## src/rtl/xbar_post_pkg.sv

```systemverilog
// Shared definitions for the crossbar result accumulator: FSM states,
// default parameter values and the signed threshold compare.
package xbar_post_pkg;

  localparam int DEF_NCOL  = 4;
  localparam int DEF_NBITS = 3;
  localparam int DEF_NROWS = 16;
  localparam int DEF_ID_W  = 8;

  typedef enum logic [2:0] {
    IDLE,
    REQ,
    CAP,
    EVAL,
    DONE
  } state_t;

  // Both operands arrive sign-extended to 32 bits, so one helper serves any NBITS.
  function automatic logic act_ge(input logic signed [31:0] diff,
                                  input logic signed [31:0] thr);
    return (diff >= thr);
  endfunction

endpackage

```

## src/rtl/xbar_col_eval.sv

```systemverilog
// One column of the accumulator: captures the bit-serial positive and
// negative magnitudes LSB first, then forms their signed difference and
// compares it against the job threshold.
module xbar_col_eval
  import xbar_post_pkg::*;
#(
  parameter int NBITS = DEF_NBITS,
  parameter int CNT_W = 2
) (
  input  logic                    CLK,
  input  logic                    RESET_N,
  input  logic                    clear,
  input  logic                    cap_en,
  input  logic [CNT_W-1:0]        bit_cnt,
  input  logic                    pos_bit,
  input  logic                    neg_bit,
  input  logic signed [NBITS:0]   threshold,
  output logic                    act,
  output logic signed [NBITS:0]   diff
);

  logic [NBITS-1:0] pos_acc;
  logic [NBITS-1:0] neg_acc;

  // Each accepted slice lands directly at its bit position, so no shifting is needed.
  always_ff @(posedge CLK or negedge RESET_N) begin
    if (!RESET_N) begin
      pos_acc <= '0;
      neg_acc <= '0;
    end else if (clear) begin
      pos_acc <= '0;
      neg_acc <= '0;
    end else if (cap_en) begin
      pos_acc[bit_cnt] <= pos_bit;
      neg_acc[bit_cnt] <= neg_bit;
    end
  end

  // Zero-extended magnitudes give a difference that always fits in NBITS+1 bits.
  always_comb begin
    diff = $signed({1'b0, pos_acc}) - $signed({1'b0, neg_acc});
    act  = act_ge(32'(diff), 32'(threshold));
  end

endmodule

```

## src/rtl/xbar_result_accum.sv

```systemverilog
// Crossbar result accumulator: requests each row of a job from the
// positive/negative crossbar pair, captures the serial column results,
// thresholds the per-column difference and packs one activation bit per
// column into a job-level result vector.
// Optional feature: define XBAR_DIFF_OUT_EN to add the diff_out readback port.
module xbar_result_accum
  import xbar_post_pkg::*;
#(
  parameter int NCOL  = DEF_NCOL,
  parameter int NBITS = DEF_NBITS,
  parameter int NROWS = DEF_NROWS,
  parameter int ID_W  = DEF_ID_W,
  parameter int ROW_W = $clog2(NROWS)
) (
  input  logic                    CLK,
  input  logic                    RESET_N,
  input  logic                    start_valid,
  output logic                    start_ready,
  input  logic [ID_W-1:0]         start_id,
  input  logic [ROW_W-1:0]        start_last_row,
  input  logic [NBITS:0]          start_threshold,
  output logic                    row_req,
  output logic [ROW_W-1:0]        row_out,
  input  logic                    bit_valid,
  input  logic [NCOL-1:0]         pos_bits,
  input  logic [NCOL-1:0]         neg_bits,
  output logic                    out_valid,
  input  logic                    out_ready,
  output logic [ID_W-1:0]         out_id,
  output logic [NROWS*NCOL-1:0]   out_data,
  output logic                    busy
`ifdef XBAR_DIFF_OUT_EN
  ,
  output logic [NCOL*(NBITS+1)-1:0] diff_out
`endif
);

  localparam int CNT_W = (NBITS > 1) ? $clog2(NBITS) : 1;
  localparam logic [ROW_W-1:0] MAX_ROW = ROW_W'(NROWS - 1);
  localparam logic [CNT_W-1:0] LAST_BIT = CNT_W'(NBITS - 1);

  state_t                      state;
  state_t                      next_state;
  logic [ROW_W-1:0]            last_row_q;
  logic signed [NBITS:0]       thr_q;
  logic [CNT_W-1:0]            bit_cnt;
  logic                        capture;
  logic                        clear;
  logic [NCOL-1:0]             act_vec;
  logic [NCOL*(NBITS+1)-1:0]   diff_all;

  // State register; an asynchronous reset abandons any job in flight.
  always_ff @(posedge CLK or negedge RESET_N) begin
    if (!RESET_N) state <= IDLE;
    else          state <= next_state;
  end

  // Next-state logic plus control outputs decoded purely from state and handshakes.
  always_comb begin
    next_state  = state;
    start_ready = 1'b0;
    row_req     = 1'b0;
    out_valid   = 1'b0;
    busy        = 1'b1;
    capture     = 1'b0;
    clear       = 1'b0;
    case (state)
      IDLE: begin
        start_ready = 1'b1;
        busy        = 1'b0;
        if (start_valid) next_state = REQ;
      end
      REQ: begin
        row_req    = 1'b1;
        clear      = 1'b1;
        next_state = CAP;
      end
      CAP: begin
        if (bit_valid) begin
          capture = 1'b1;
          if (bit_cnt == LAST_BIT) next_state = EVAL;
        end
      end
      EVAL: begin
        next_state = (row_out == last_row_q) ? DONE : REQ;
      end
      DONE: begin
        out_valid = 1'b1;
        if (out_ready) next_state = IDLE;
      end
      default: next_state = IDLE;
    endcase
  end

  // Job parameters, row/bit counters and the packed activation vector.
  always_ff @(posedge CLK or negedge RESET_N) begin
    if (!RESET_N) begin
      out_id     <= '0;
      thr_q      <= '0;
      last_row_q <= '0;
      row_out    <= '0;
      bit_cnt    <= '0;
      out_data   <= '0;
    end else begin
      case (state)
        IDLE: begin
          if (start_valid) begin
            out_id     <= start_id;
            thr_q      <= $signed(start_threshold);
            last_row_q <= (start_last_row > MAX_ROW) ? MAX_ROW : start_last_row;
            row_out    <= '0;
            out_data   <= '0;
          end
        end
        REQ: bit_cnt <= '0;
        CAP: if (bit_valid) bit_cnt <= bit_cnt + CNT_W'(1);
        EVAL: begin
          out_data[int'(row_out)*NCOL +: NCOL] <= act_vec;
          if (row_out != last_row_q) row_out <= row_out + ROW_W'(1);
        end
        default: ;
      endcase
    end
  end

  for (genvar c = 0; c < NCOL; c++) begin : g_col
    xbar_col_eval #(
      .NBITS (NBITS),
      .CNT_W (CNT_W)
    ) u_col (
      .CLK       (CLK),
      .RESET_N   (RESET_N),
      .clear     (clear),
      .cap_en    (capture),
      .bit_cnt   (bit_cnt),
      .pos_bit   (pos_bits[c]),
      .neg_bit   (neg_bits[c]),
      .threshold (thr_q),
      .act       (act_vec[c]),
      .diff      (diff_all[c*(NBITS+1) +: NBITS+1])
    );
  end

`ifdef XBAR_DIFF_OUT_EN
  // Snapshot of the row's signed differences for calibration readback.
  always_ff @(posedge CLK or negedge RESET_N) begin
    if (!RESET_N)           diff_out <= '0;
    else if (state == EVAL) diff_out <= diff_all;
  end
`else
  logic unused_diff;
  assign unused_diff = ^diff_all;
`endif

endmodule

```

## config.mk

```make
export PLATFORM = sky130hd
export DESIGN_NAME = xbar_result_accum
export DESIGN_NICKNAME = d
export VERILOG_FILES = /design/src/rtl/xbar_post_pkg.sv /design/src/rtl/xbar_col_eval.sv /design/src/rtl/xbar_result_accum.sv
export SDC_FILE = /design/constraint.sdc
export NUM_CORES = 1
export LEC_CHECK = 0
export ABC_AREA = 1
export ABC_CLOCK_PERIOD_IN_PS = 3100
export CAP_MARGIN = 20
export CORE_MARGIN = 1.5
export CORE_UTILIZATION = 30
export CTS_BUF_LIST = sky130_fd_sc_hd__clkbuf_2 sky130_fd_sc_hd__clkbuf_4 sky130_fd_sc_hd__clkbuf_8
export CTS_CLUSTER_DIAMETER = 80
export DETAILED_ROUTE_END_ITERATION = 8
export GPL_TIMING_DRIVEN = 0
export HOLD_SLACK_MARGIN = 0.1
export PLACE_DENSITY_LB_ADDON = 0.25
export SYNTH_ARGS = -nofsm -noshare
export SYNTH_HDL_FRONTEND = slang
export SYNTH_HIERARCHICAL = 1
export SYNTH_SLANG_ARGS = --single-unit
```

## constraint.sdc

```tcl
create_clock -name CLK -period 3.1 [get_ports CLK]
set_input_delay 0.93 -clock CLK [delete_from_list [all_inputs] [get_ports CLK]]
set_output_delay 0.93 -clock CLK [all_outputs]
set_load 0.02 [all_outputs]
```

==> results.txt <==
----------------------------------------------------
[Clocking]
  Number of gates resized after CTS ... 0
  Number of buffers on the longest clock path ... 2
  Post-CTS Hold Fix Bufs ... 0
  Number of buffers created by CTS ... 17
  Htree depth ... 4
  Clock tree root driver cell ... clkbuf_8
  Number of clock sinks ... 113
  Clock latency reported for the late side of the worst-skew pair ... 0.44 ns
  Clock-pin slew on the worst setup and hold paths ... 0.07 ns
  CTS tree ... done
  Post-CTS repair timing setup buffer count ... 0

[Worst setup path]
  Cell depth of the worst setup path ... 3
  Element type at the critical path start ... flip-flop
  Largest fanout of any net on the critical path ... 6
  Max stage delay cell, worst path ... clkdlybuf4s50_1
  Kind of cell with the highest combined delay on the critical path ... buffers and inverters
  Number of cells on the worst reg-to-reg path ... 12
  Crit path largest cell delay ... 0.63 ns
  Cells along the critical path ... nor3_1 > buf_2 > clkdlybuf4s50_1
  Reg-to-Reg Start ... g_col[3].u_col/pos_acc[0]
  Arrival time reported for the critical path endpoint ... 2.03 ns
  Reg-to-reg setup timing slack ... 0.28 ns
  CP required ... 2.17 ns
  Worst Setup End Kind ... primary output
  Source of the critical timing path ... state[1]
  Buffers plus inverters on the worst setup path ... 2
  RR Endpoint ... out_data[15]
  Endpoint of the most critical setup path ... row_req
  Worst setup path category ... flip-flop to primary output

[Layout]
  Top library cells by usage in the layout, fill and taps aside ... nand2_1 (163), dfrtp_1 (113), clkdlybuf4s50_1 (107)
  Layout Cell Area excl Fill ... 0.00776 mm²
  Leading cell type in the layout, fill and taps excluded ... nand2_1
  P&R area growth vs syn ... 31.9%
  Final layout net count ... 882
  Number of diodes added for antenna fixing ... 0
  Fraction of final layout cells with drive strength greater than 1 ... 10.3%

[Logic synthesis]
  Total nets after synthesis ... 753
  Gate Count Post-Synth ... 688
  Cell area after synthesis ... 0.00588 mm²
  Post-synthesis area per instance ... 8.55 µm²
  Ys Warns ... 6

[Timing]
  Skew final ... 0.0108 ns
  Max transition margin ... 30.9%
  Setup Viol. Count Final ... 0
  Minimum period implied by the final worst setup slack ... 2.96 ns
  Transition time at the pin with the least slew margin ... 1.03 ns
  PnR worst setup slack ... 0.144 ns
  Unrepaired setup endpoints after global routing ... no
  Final clock period utilization by the worst path ... 95.3%
  Achievable frequency ... 338 MHz
  Count of endpoints failing hold in the final timing report ... 0
  Pins Over Slew Limit ... 0

[Pwr]
  Total power draw ... 7.51 mW
  Pwr per Cell Area ... 968 mW/mm²
  Worst ir drop on vdd ... 0.000420 V
  Leakage component of the power ... 3.60 nW

[Detailed routing]
  Post-route antenna net violation count ... 0
  Number of DRC violations after detailed-routing iteration 0 ... 206
  Overall via count from detail_route ... 4,995
  First-pass detailed-route iteration total ... 5
  Residual DRC count ... 0
  Via density per instance ... 4.57
  Routed length per instance ... 13.8 µm
  Total length of routed wires ... 15.1 mm

[Floorplan]
  Die height ... 143 µm
  Std cell rows ... 51
  Floorplan die area ... 0.0205 mm²
  Die width ... 143 µm
  Starting Density ... 30.4%
  # IOs ... 109
  Area inside the core boundary ... 0.0193 mm²

[Placement]
  Buffers added on ports ... 108
  Worst setup slack before clock tree synthesis ... 0.204 ns
  Final RePlAce weighted congestion ... 0.847
  Detailed-placement wirelength estimate ... 11.4 mm
  Instance area after placement ... 0.00733 mm²

[Run status]
  Result of the run ... finished, final reports clean

[GRT]
  Grt ovf ... 0
  Number of antenna violations at the first check in global routing ... 0
  Pin count of the biggest net entering global routing ... 61
  First-pass GRT wire length ... 24.5 mm
  Number of global-route vias before repair ... 4,781
  GRT Resource Usage Total ... 15.7%

[Min path]
  Worst hold-check path type ... input port to asynchronous set/reset pin

[Run]
  Max-capacitance violation count ... 0

----------------------------------------------------
-- worst register-to-register path, cell delays in order (launching register included) --
cell and delay (ns):
dfrtp_1 0.39, inv_1 0.06, ha_1 0.15, inv_1 0.06, fa_1 0.39, xor2_1 0.18, ha_1 0.27, nand2_1 0.06
a21oi_1 0.49, inv_1 0.20, nor2_1 0.19, nand2_1 0.11, o21ai_0 0.19
-- area by class of cell --
| class | instances | area [µm²] |
|---|---|---|
| inverter | 84 | 315 |
| clock buffer | 20 | 269 |
| tap | 265 | 332 |
| fill | 1984 | 11600 |
| timing repair buffer | 110 | 1110 |
| sequential | 113 | 2830 |
| buffer | 12 | 63.8 |
| multi-input combinational | 479 | 2670 |
| clock inverter | 11 | 161 |
-- stage by stage --
step	hold WS, ns	TNS [ns]	util [%]	std cells
after floorplan	0.484	0	-	688
after global placement	0.459	-402.90	37.7	1061
after detailed placement	0.460	0	37.9	1063
after CTS	0.447	0	40.1	1094
after global routing	0.459	0	40.1	1094
final	0.444	0	40.1	1094
-- worst min path at each step --
stage	slack [ns]	to	from	depth (start not counted)
after floorplan	0.48	g_col[0].u_col/neg_acc[1]	g_col[0].u_col/neg_acc[1]	2
after global placement	0.46	out_data[41]	out_data[41]	2
after detailed placement	0.46	out_data[41]	out_data[41]	2
after CTS	0.45	out_data[55]	RESET_N	1
after global routing	0.46	out_data[55]	RESET_N	1
final	0.44	out_data[55]	RESET_N	1
-- flip-flops by register name, summed over array words and instances, names as in the netlist --
| name | count |
|---|---|
| thr_q | 4 |
| out_data | 64 |
| out_id | 8 |
| g_col.u_col/pos_acc | 12 |
| last_row_q | 4 |
| bit_cnt | 2 |
| g_col.u_col/neg_acc | 12 |
| row_out | 4 |
| state | 3 |
-- metal layers --
metal	global-route usage [%]	vias up	part of all wire, %
li1	-	2519	-
met1	20.3	2339	46
met2	25.0	121	47
met3	4.39	16	5.8
met4	5.43	0	1.3
met5	0	-	0
-- report_power, final --
group	leakage [nW]	switching [mW]	internal, mW	total (mW)
Clock	0.222	0.610	0.916	1.53
Sequential	1.53	0.314	1.83	2.14
Combinational	1.85	2.47	1.38	3.84
(Power assumes the default switching activity.)
